### src/rtl/init_seq_monitor_pkg.sv
// ---------------------------------------------------------------------------
// init_seq_pkg
//   Shared types for the init/calibration supervisor.
//   state_t : supervisor FSM encoding (also driven onto the STATE output)
//   STATE_W : width of the STATE output
// ---------------------------------------------------------------------------
package init_seq_pkg;

    localparam int STATE_W = 3;

    typedef enum logic [STATE_W-1:0] {
        WAIT    = 3'd0,
        RELEASE = 3'd1,
        RUN     = 3'd2,
        TMO     = 3'd3,
        FAULT   = 3'd4
    } state_t;

endpackage

### src/rtl/init_seq_monitor_if.sv
// ---------------------------------------------------------------------------
// init_seq_monitor_if
//   Status/reset bundle of the init supervisor.
//   FLAGS_IN   : asynchronous done/status flags, active high
//   CLR_FAULT  : synchronous pulse clearing the sticky status
//   RST_N_OUT  : active-low domain resets, bit 0 released first
//   ALL_DONE   : high while the supervisor is in RUN
//   TIMEOUT    : sticky wait-timeout flag
//   FAULT      : sticky loss-of-done flag
//   LOST_FLAGS : sticky record of required flags that dropped
//   STATE      : current FSM state encoding
//   master modport: the side driving flags (bench / system)
//   slave modport : the supervisor itself
// ---------------------------------------------------------------------------
interface init_seq_monitor_if #(
    parameter int NUM_FLAGS = 16,
    parameter int NUM_RST   = 4
) ();

    logic [NUM_FLAGS-1:0]              FLAGS_IN;
    logic                              CLR_FAULT;
    logic [NUM_RST-1:0]                RST_N_OUT;
    logic                              ALL_DONE;
    logic                              TIMEOUT;
    logic                              FAULT;
    logic [NUM_FLAGS-1:0]              LOST_FLAGS;
    logic [init_seq_pkg::STATE_W-1:0]  STATE;

    modport master (
        output FLAGS_IN, CLR_FAULT,
        input  RST_N_OUT, ALL_DONE, TIMEOUT, FAULT, LOST_FLAGS, STATE
    );

    modport slave (
        input  FLAGS_IN, CLR_FAULT,
        output RST_N_OUT, ALL_DONE, TIMEOUT, FAULT, LOST_FLAGS, STATE
    );

endinterface

### src/rtl/init_seq_monitor_flag_filter.sv
// ---------------------------------------------------------------------------
// init_flag_filter
//   One status flag: SYNC_STAGES-deep synchroniser followed by a saturating
//   run-length counter. stable is high once the synchronised flag has been
//   1 for STABLE_CYCLES consecutive cycles; any 0 restarts the count.
//   clk     : fabric clock
//   rst_n   : asynchronous active-low reset
//   flag_in : asynchronous flag
//   stable  : filtered flag
// ---------------------------------------------------------------------------
module init_flag_filter #(
    parameter int SYNC_STAGES   = 2,
    parameter int STABLE_CYCLES = 16
) (
    input  logic clk,
    input  logic rst_n,
    input  logic flag_in,
    output logic stable
);

    localparam int CNT_W = $clog2(STABLE_CYCLES + 1);
    localparam logic [CNT_W-1:0] CNT_MAX = CNT_W'(STABLE_CYCLES);

    logic [SYNC_STAGES-1:0] sync_q, sync_d;
    logic [CNT_W-1:0]       cnt_q,  cnt_d;

    always_comb begin
        sync_d = {sync_q[SYNC_STAGES-2:0], flag_in};
        cnt_d  = '0;
        if (sync_q[SYNC_STAGES-1]) begin
            cnt_d = (cnt_q == CNT_MAX) ? cnt_q : cnt_q + 1'b1;
        end
    end

    always_ff @(posedge clk or negedge rst_n) begin
        if (!rst_n) begin
            sync_q <= '0;
            cnt_q  <= '0;
        end else begin
            sync_q <= sync_d;
            cnt_q  <= cnt_d;
        end
    end

    assign stable = (cnt_q == CNT_MAX);

endmodule

### src/rtl/init_seq_monitor.sv
// ---------------------------------------------------------------------------
// init_seq_monitor
//   Fabric bring-up supervisor. Filters NUM_FLAGS done/status flags, waits
//   until every required flag is stable, then releases NUM_RST reset domains
//   one by one, RST_GAP cycles apart. Watches for a wait timeout and for any
//   required flag dropping afterwards, in which case all resets re-assert.
//   CLK    : fabric clock
//   RESETN : asynchronous active-low reset
//   bus    : flags in, CLR_FAULT in, resets/status/state out (slave modport)
// ---------------------------------------------------------------------------
module init_seq_monitor
    import init_seq_pkg::*;
#(
    parameter int                   NUM_FLAGS      = 16,
    parameter logic [NUM_FLAGS-1:0] REQ_MASK       = {NUM_FLAGS{1'b1}},
    parameter int                   SYNC_STAGES    = 2,
    parameter int                   STABLE_CYCLES  = 16,
    parameter int                   TIMEOUT_CYCLES = 1000000,
    parameter int                   NUM_RST        = 4,
    parameter int                   RST_GAP        = 8,
    parameter int                   AUTO_RETRY     = 1
) (
    input logic               CLK,
    input logic               RESETN,
    init_seq_monitor_if.slave bus
);

    // With the timeout disabled the counter is unused; keep it one bit wide.
    localparam int TCNT_W = (TIMEOUT_CYCLES > 0) ? $clog2(TIMEOUT_CYCLES + 1) : 1;
    localparam int GCNT_W = $clog2(RST_GAP + 1);
    localparam int IDX_W  = $clog2(NUM_RST + 1);

    localparam logic [TCNT_W-1:0] TCNT_LAST =
        (TIMEOUT_CYCLES > 0) ? TCNT_W'(TIMEOUT_CYCLES - 1) : '0;
    localparam logic [GCNT_W-1:0] GCNT_LAST = GCNT_W'(RST_GAP - 1);
    localparam logic [IDX_W-1:0]  IDX_LAST  = IDX_W'(NUM_RST - 1);

    logic [NUM_FLAGS-1:0] stable;
    logic [NUM_FLAGS-1:0] loss_vec;
    logic                 all_ok;

    state_t               state_q,   state_d;
    logic [TCNT_W-1:0]    tcnt_q,    tcnt_d;
    logic [GCNT_W-1:0]    gcnt_q,    gcnt_d;
    logic [IDX_W-1:0]     idx_q,     idx_d;
    logic [NUM_RST-1:0]   rst_n_q,   rst_n_d;
    logic                 timeout_q, timeout_d;
    logic                 fault_q,   fault_d;
    logic [NUM_FLAGS-1:0] lost_q,    lost_d;

    logic                 timeout_set;
    logic                 fault_set;
    logic [NUM_FLAGS-1:0] lost_set;

    for (genvar i = 0; i < NUM_FLAGS; i++) begin : g_flag
        init_flag_filter #(
            .SYNC_STAGES   (SYNC_STAGES),
            .STABLE_CYCLES (STABLE_CYCLES)
        ) u_filter (
            .clk     (CLK),
            .rst_n   (RESETN),
            .flag_in (bus.FLAGS_IN[i]),
            .stable  (stable[i])
        );
    end

    // Unrequired flags are forced "good" so they never gate or fault.
    assign loss_vec = REQ_MASK & ~stable;
    assign all_ok   = &(stable | ~REQ_MASK);

    always_comb begin
        state_d     = state_q;
        tcnt_d      = '0;           // only WAIT counts, so re-entry starts at 0
        gcnt_d      = gcnt_q;
        idx_d       = idx_q;
        rst_n_d     = rst_n_q;
        timeout_set = 1'b0;
        fault_set   = 1'b0;
        lost_set    = '0;

        unique case (state_q)
            WAIT: begin
                tcnt_d = (&tcnt_q) ? tcnt_q : tcnt_q + 1'b1;
                // all_ok is tested first so it wins over a same-cycle timeout.
                if (all_ok) begin
                    state_d = RELEASE;
                    gcnt_d  = '0;
                    idx_d   = '0;
                end else if (TIMEOUT_CYCLES != 0 && tcnt_q == TCNT_LAST) begin
                    state_d     = TMO;
                    timeout_set = 1'b1;
                end
            end
            RELEASE: begin
                if (|loss_vec) begin
                    state_d   = FAULT;
                    rst_n_d   = '0;
                    fault_set = 1'b1;
                    lost_set  = loss_vec;
                end else if (gcnt_q == GCNT_LAST) begin
                    gcnt_d = '0;
                    idx_d  = idx_q + 1'b1;
                    for (int k = 0; k < NUM_RST; k++) begin
                        if (idx_q == IDX_W'(k)) begin
                            rst_n_d[k] = 1'b1;
                        end
                    end
                    if (idx_q == IDX_LAST) begin
                        state_d = RUN;
                    end
                end else begin
                    gcnt_d = gcnt_q + 1'b1;
                end
            end
            RUN: begin
                if (|loss_vec) begin
                    state_d   = FAULT;
                    rst_n_d   = '0;
                    fault_set = 1'b1;
                    lost_set  = loss_vec;
                end
            end
            TMO: begin
                if (all_ok) begin
                    state_d = RELEASE;
                    gcnt_d  = '0;
                    idx_d   = '0;
                end
            end
            FAULT: begin
                if (AUTO_RETRY != 0 || bus.CLR_FAULT) begin
                    state_d = WAIT;
                end
            end
            default: begin
                state_d = WAIT;
                rst_n_d = '0;
            end
        endcase

        // Sticky status: a new set in the same cycle as CLR_FAULT wins.
        timeout_d = timeout_set | (timeout_q & ~bus.CLR_FAULT);
        fault_d   = fault_set   | (fault_q   & ~bus.CLR_FAULT);
        lost_d    = lost_set    | (bus.CLR_FAULT ? '0 : lost_q);
    end

    always_ff @(posedge CLK or negedge RESETN) begin
        if (!RESETN) begin
            state_q   <= WAIT;
            tcnt_q    <= '0;
            gcnt_q    <= '0;
            idx_q     <= '0;
            rst_n_q   <= '0;
            timeout_q <= 1'b0;
            fault_q   <= 1'b0;
            lost_q    <= '0;
        end else begin
            state_q   <= state_d;
            tcnt_q    <= tcnt_d;
            gcnt_q    <= gcnt_d;
            idx_q     <= idx_d;
            rst_n_q   <= rst_n_d;
            timeout_q <= timeout_d;
            fault_q   <= fault_d;
            lost_q    <= lost_d;
        end
    end

    assign bus.RST_N_OUT  = rst_n_q;
    assign bus.ALL_DONE   = (state_q == RUN);
    assign bus.TIMEOUT    = timeout_q;
    assign bus.FAULT      = fault_q;
    assign bus.LOST_FLAGS = lost_q;
    assign bus.STATE      = state_q;

endmodule

### src/flat_wrapper.sv
// flat-port wrapper written by rule: the top's interface ports become plain ports
module init_seq_monitor_flat import init_seq_pkg::*;
#(
    parameter int                   NUM_FLAGS      = 16,
    parameter logic [NUM_FLAGS-1:0] REQ_MASK       = {NUM_FLAGS{1'b1}},
    parameter int                   SYNC_STAGES    = 2,
    parameter int                   STABLE_CYCLES  = 16,
    parameter int                   TIMEOUT_CYCLES = 1000000,
    parameter int                   NUM_RST        = 4,
    parameter int                   RST_GAP        = 8,
    parameter int                   AUTO_RETRY     = 1
)
  (CLK, RESETN, bus_FLAGS_IN, bus_CLR_FAULT, bus_RST_N_OUT, bus_ALL_DONE, bus_TIMEOUT, bus_FAULT, bus_LOST_FLAGS, bus_STATE);
  init_seq_monitor_if #(.NUM_FLAGS(NUM_FLAGS), .NUM_RST(NUM_RST)) bus_i ();
  input logic CLK;
  input logic RESETN;
  input wire logic [$bits(bus_i.FLAGS_IN)-1:0] bus_FLAGS_IN;
  input wire logic [$bits(bus_i.CLR_FAULT)-1:0] bus_CLR_FAULT;
  output wire logic [$bits(bus_i.RST_N_OUT)-1:0] bus_RST_N_OUT;
  output wire logic [$bits(bus_i.ALL_DONE)-1:0] bus_ALL_DONE;
  output wire logic [$bits(bus_i.TIMEOUT)-1:0] bus_TIMEOUT;
  output wire logic [$bits(bus_i.FAULT)-1:0] bus_FAULT;
  output wire logic [$bits(bus_i.LOST_FLAGS)-1:0] bus_LOST_FLAGS;
  output wire logic [$bits(bus_i.STATE)-1:0] bus_STATE;
  assign bus_i.FLAGS_IN = bus_FLAGS_IN;
  assign bus_i.CLR_FAULT = bus_CLR_FAULT;
  assign bus_RST_N_OUT = bus_i.RST_N_OUT;
  assign bus_ALL_DONE = bus_i.ALL_DONE;
  assign bus_TIMEOUT = bus_i.TIMEOUT;
  assign bus_FAULT = bus_i.FAULT;
  assign bus_LOST_FLAGS = bus_i.LOST_FLAGS;
  assign bus_STATE = bus_i.STATE;
  init_seq_monitor #(.NUM_FLAGS(NUM_FLAGS), .REQ_MASK(REQ_MASK), .SYNC_STAGES(SYNC_STAGES), .STABLE_CYCLES(STABLE_CYCLES), .TIMEOUT_CYCLES(TIMEOUT_CYCLES), .NUM_RST(NUM_RST), .RST_GAP(RST_GAP), .AUTO_RETRY(AUTO_RETRY)) u_core (.CLK(CLK), .RESETN(RESETN), .bus(bus_i));
endmodule
### config.mk
export PLATFORM = sky130hd
export DESIGN_NAME = init_seq_monitor_flat
export DESIGN_NICKNAME = d
export VERILOG_FILES = /design/src/rtl/init_seq_monitor_pkg.sv /design/src/rtl/init_seq_monitor_if.sv /design/src/rtl/init_seq_monitor_flag_filter.sv /design/src/rtl/init_seq_monitor.sv /design/src/flat_wrapper.sv
export SDC_FILE = /design/constraint.sdc
export NUM_CORES = 1
export LEC_CHECK = 0
export BUFFER_PORTS_ARGS = -buffer_cell sky130_fd_sc_hd__buf_2
export CAP_MARGIN = 25
export CORE_UTILIZATION = 40
export CTS_CLUSTER_DIAMETER = 40
export CTS_CLUSTER_SIZE = 12
export DETAILED_ROUTE_END_ITERATION = 8
export GPL_TIMING_DRIVEN = 0
export SETUP_SLACK_MARGIN = 0.1
export SLEW_MARGIN = 20
export SYNTH_ARGS = -nofsm -noshare
export SYNTH_HDL_FRONTEND = slang
export SYNTH_HIERARCHICAL = 1
export SYNTH_SLANG_ARGS = --single-unit
### constraint.sdc
create_clock -name CLK -period 2.6 [get_ports CLK]
set_input_delay 0.13 -clock CLK [delete_from_list [all_inputs] [get_ports CLK]]
set_output_delay 0.13 -clock CLK [all_outputs]
set_load 0.05 [all_outputs]
==> impl_metrics.json <==
{
  "drtAntennaViolNets": 0,
  "drc": 0,
  "crit_buf_inv": 4,
  "cts.htree.levels": 4,
  "synth_area_sq_um": 7970,
  "clock_sinks": 164,
  "ys_top_cells_by_area": "dfrtp_1, mux2i_1, ha_1",
  "yosysSeqAreaShare": 0.515,
  "start_kind": "flop",
  "hold_viol_final": 0,
  "num_io_pins": 45,
  "pwr-share-seq": 0.495,
  "grt_use_total": 0.174,
  "synth-main-ff-cell": "dfrtp_1",
  "die_x_microns": 143,
  "cp_slowest_stage_delay_ns": 0.48,
  "crit_chain": "inv_1 -> ha_1 -> nor4bb_2 -> buf_4 -> nand4_1 -> buf_6 -> or4_4 -> buf_8 -> nor4_4 -> mux2_1",
  "worst_ep_required_time_ns": 2.91,
  "die_y_microns": 143,
  "drtPass1Iterations": 5,
  "powerDensity_nw_per_um2": 555,
  "place_area_sq_um": 8550,
  "skew_ns": 0.00651,
  "internal_power_uw": 4250,
  "port_buffers": 43,
  "synth_top_area_frac": 0.515,
  "vias": 5820,
  "drive_above_1_share": 0.194,
  "crit_family": "simple AND/OR/NAND/NOR gates",
  "fin_crit_ns": 2.67,
  "drt-total-wl_microns": 16200,
  "swShare": 0.228,
  "seq_area_sq_um": 4100,
  "clkPwrFrac": 0.435,
  "hp-class": "input pin to flop",
  "fmax_ghz": 0.375,
  "violations": "setup timing",
  "dr.first_iter.drc_count": 290,
  "viasPerCell": 5.01,
  "rsz0062_at_grt": "true",
  "cts-buffers-inserted": 17,
  "ir_drop_mv": 0.408,
  "synth-edff-count": 0,
  "slew_viol_final": 0,
  "finalSetupTns_ns": -0.131,
  "wl_met2_microns": 7770,
  "end_kind": "flop",
  "multi_input_area_sq_um": 3630,
  "wl_met1_microns": 7640,
  "highest_layer": "met4",
  "arrival_ns": 2.97,
  "fin_nets": 942,
  "cts_tree": "built",
  "synth_area_per_cell_sq_um": 10.7,
  "start_util": 0.408,
  "p_comb_frac": 0.070,
  "wl_met3_microns": 632,
  "antenna_found_initial": 0,
  "grt_pass1_vias": 5660,
  "nFillCells": 1771,
  "maxSlewHeadroom": 0.535,
  "critical_path.max_fanout": 7,
  "setup_ws_ns": -0.0654,
  "syn_to_final_growth_pct": 24.4,
  "synth_top_cell_by_area": "dfrtp_1",
  "rows": 51,
  "synth_cell_types": 50,
  "die-area_sq_um": 20500,
  "coreArea_sq_um": 19500,
  "grt_pass1_wl_microns": 27800,
  "period_share": 1.03,
  "synth_most_common_cell": "dfrtp_1",
  "drv_cap": 0,
  "grt_start_max_net_pins": 90,
  "tightestPinTransition_ns": 0.691,
  "crit_slowest_cell": "or4_4",
  "dp.final_hpwl_microns": 10100,
  "critPathKind": "flop to flop",
  "cts_max_path_buffers": 2,
  "fin_util": 0.508,
  "antennaDiodeCount": 0,
  "outcome": "complete, but fails checks",
  "synth-warning-count": 6,
  "p_leak_uw": 0.00469,
  "design_area_sq_um": 9910,
  "setup_viol": 3,
  "synth_cells": 745,
  "synth_async_sr_flop_share": 1.00,
  "cts-root-buf": "clkbuf_16",
  "drt-wirelength-per-cell_microns": 14.0,
  "cts.clk_slew.worst_paths_ns": 0.06,
  "netSwitchingPower_uw": 1260,
  "grt.overflow.total": 0,
  "ys_top_cells_by_count": "dfrtp_1, nand2_1, mux2i_1",
  "ys_ff_latch": 164,
  "place.gp.congestion": 0.777,
  "syn_nets": 803,
  "clk_latency_ns": 0.42
}
==> routing by layer <==
metal	track usage	vias up
li1	-	2857
met1	0.235	2851
met2	0.277	94
met3	0.0429	18
met4	0.0504	0
met5	0	-
==> worst paths after layout <==
path | depth (start not counted) | slack, ns | to | start
worst max-delay path | 10 | -0.07 | u_core/idx_q[2] | u_core/g_flag[15].u_filter/cnt_q[0]
worst min-delay path | 2 | 0.17 | u_core/bus.FAULT | bus_CLR_FAULT
worst max register to register | 10 | -0.07 | u_core/idx_q[2] | u_core/g_flag[15].u_filter/cnt_q[0]
worst min register to register | 0 | 0.35 | u_core/g_flag[13].u_filter/sync_q[1] | u_core/g_flag[13].u_filter/sync_q[0]
max in group asynchronous | 3 | 1.51 | u_core/bus.RST_N_OUT[2] | RESETN
min in group asynchronous | 2 | 0.26 | u_core/g_flag[4].u_filter/sync_q[1] | RESETN
==> kinds of logic (layout without fill, tap and decap cells) <==
logic type | count (synthesis) | count (layout) | share of synthesized area
simple gates | 293 | 293 | 0.204
flops | 164 | 164 | 0.515
buf+inv | 88 | 240 | 0.0507
compound gates | 74 | 74 | 0.0619
mux | 71 | 71 | 0.0895
fa+ha+maj | 39 | 39 | 0.0612
xor+xnor | 16 | 16 | 0.0176
==> placed cells by master (no fill, tap or decap), types with 8 or more instances in the layout <==
master         netlist  routed
a21oi_1             13      13
buf_2                5      45
buf_4               16      75
clkbuf_1             8      13
clkbuf_16            0      17
dfrtp_1            164     164
dlygate4sd3_1        0      17
ha_1                39      38
inv_1               57      57
mux2i_1             69      69
nand2_1             97      97
nand2b_1            55      55
nand3_1             44      44
nand4_1             12      12
nor2_1               9       9
nor3_1              13      13
nor3b_1             16      16
nor4bb_2             0       8
o21ai_0             15      14
o22ai_1             16      16
xnor2_1             16      16
==> registers in the layout (all words and copies together), names as in the netlist <==
name	count
u_core/g_flag.u_filter/sync_q	32
u_core/gcnt_q	4
u_core/tcnt_q	20
u_core/bus.FAULT	1
u_core/bus.RST_N_OUT	4
u_core/idx_q	3
u_core/bus.LOST_FLAGS	16
u_core/bus.TIMEOUT	1
u_core/g_flag.u_filter/cnt_q	80
u_core/bus.STATE	3
==> metrics by stage <==
step / hold WS [ns] / instances / setup WS (ns) / power [uW]
2_1_floorplan: -0.166 / 745 / 0.100 / 2930
3_3_place_gp: 0.238 / 1053 / -1.20 / 3040
3_5_place_dp: 0.159 / 1054 / -0.556 / 3060
4_1_cts: 0.170 / 1151 / 0.0630 / 5560
5_1_grt: 0.232 / 1162 / -0.182 / 5760
6_report: 0.167 / 1162 / -0.0654 / 5500
==> final cells by class <==
cell class | instances | area share
Inverter | 57 | 0.0216
Buffer | 31 | 0.0208
Sequential cell | 164 | 0.414
Timing Repair Buffer | 120 | 0.0877
Clock buffer | 22 | 0.0448
Multi-Input combinational cell | 493 | 0.367
Clock inverter | 10 | 0.0110
Tap cell | 265 | 0.0334
==> power by group through the flow <==
| stage | Sequential (uW) | Clock [uW] | Combinational (uW) |
|---|---|---|---|
| finish | 2730 | 2390 | 384 |
| global route | 2740 | 2580 | 447 |
| CTS | 2720 | 2470 | 360 |
| detailed placement | 2790 | 0 | 272 |
| global placement | 2790 | 0 | 254 |
| floorplan | 2760 | 0 | 170 |
==> what timing repair did <==
| item | in CTS | in global routing |
|---|---|---|
| gates resized for setup | 7 | 29 |
| endpoints found under the setup margin | 30 | 23 |
| gates cloned | 0 | 0 |
| hold buffers | 17 | 0 |
| endpoints found under the hold margin | 91 | 0 |
| pin swaps | 17 | 13 |
| setup buffers | 48 | 11 |
No activity file was read; power rests on OpenSTA's default activity.
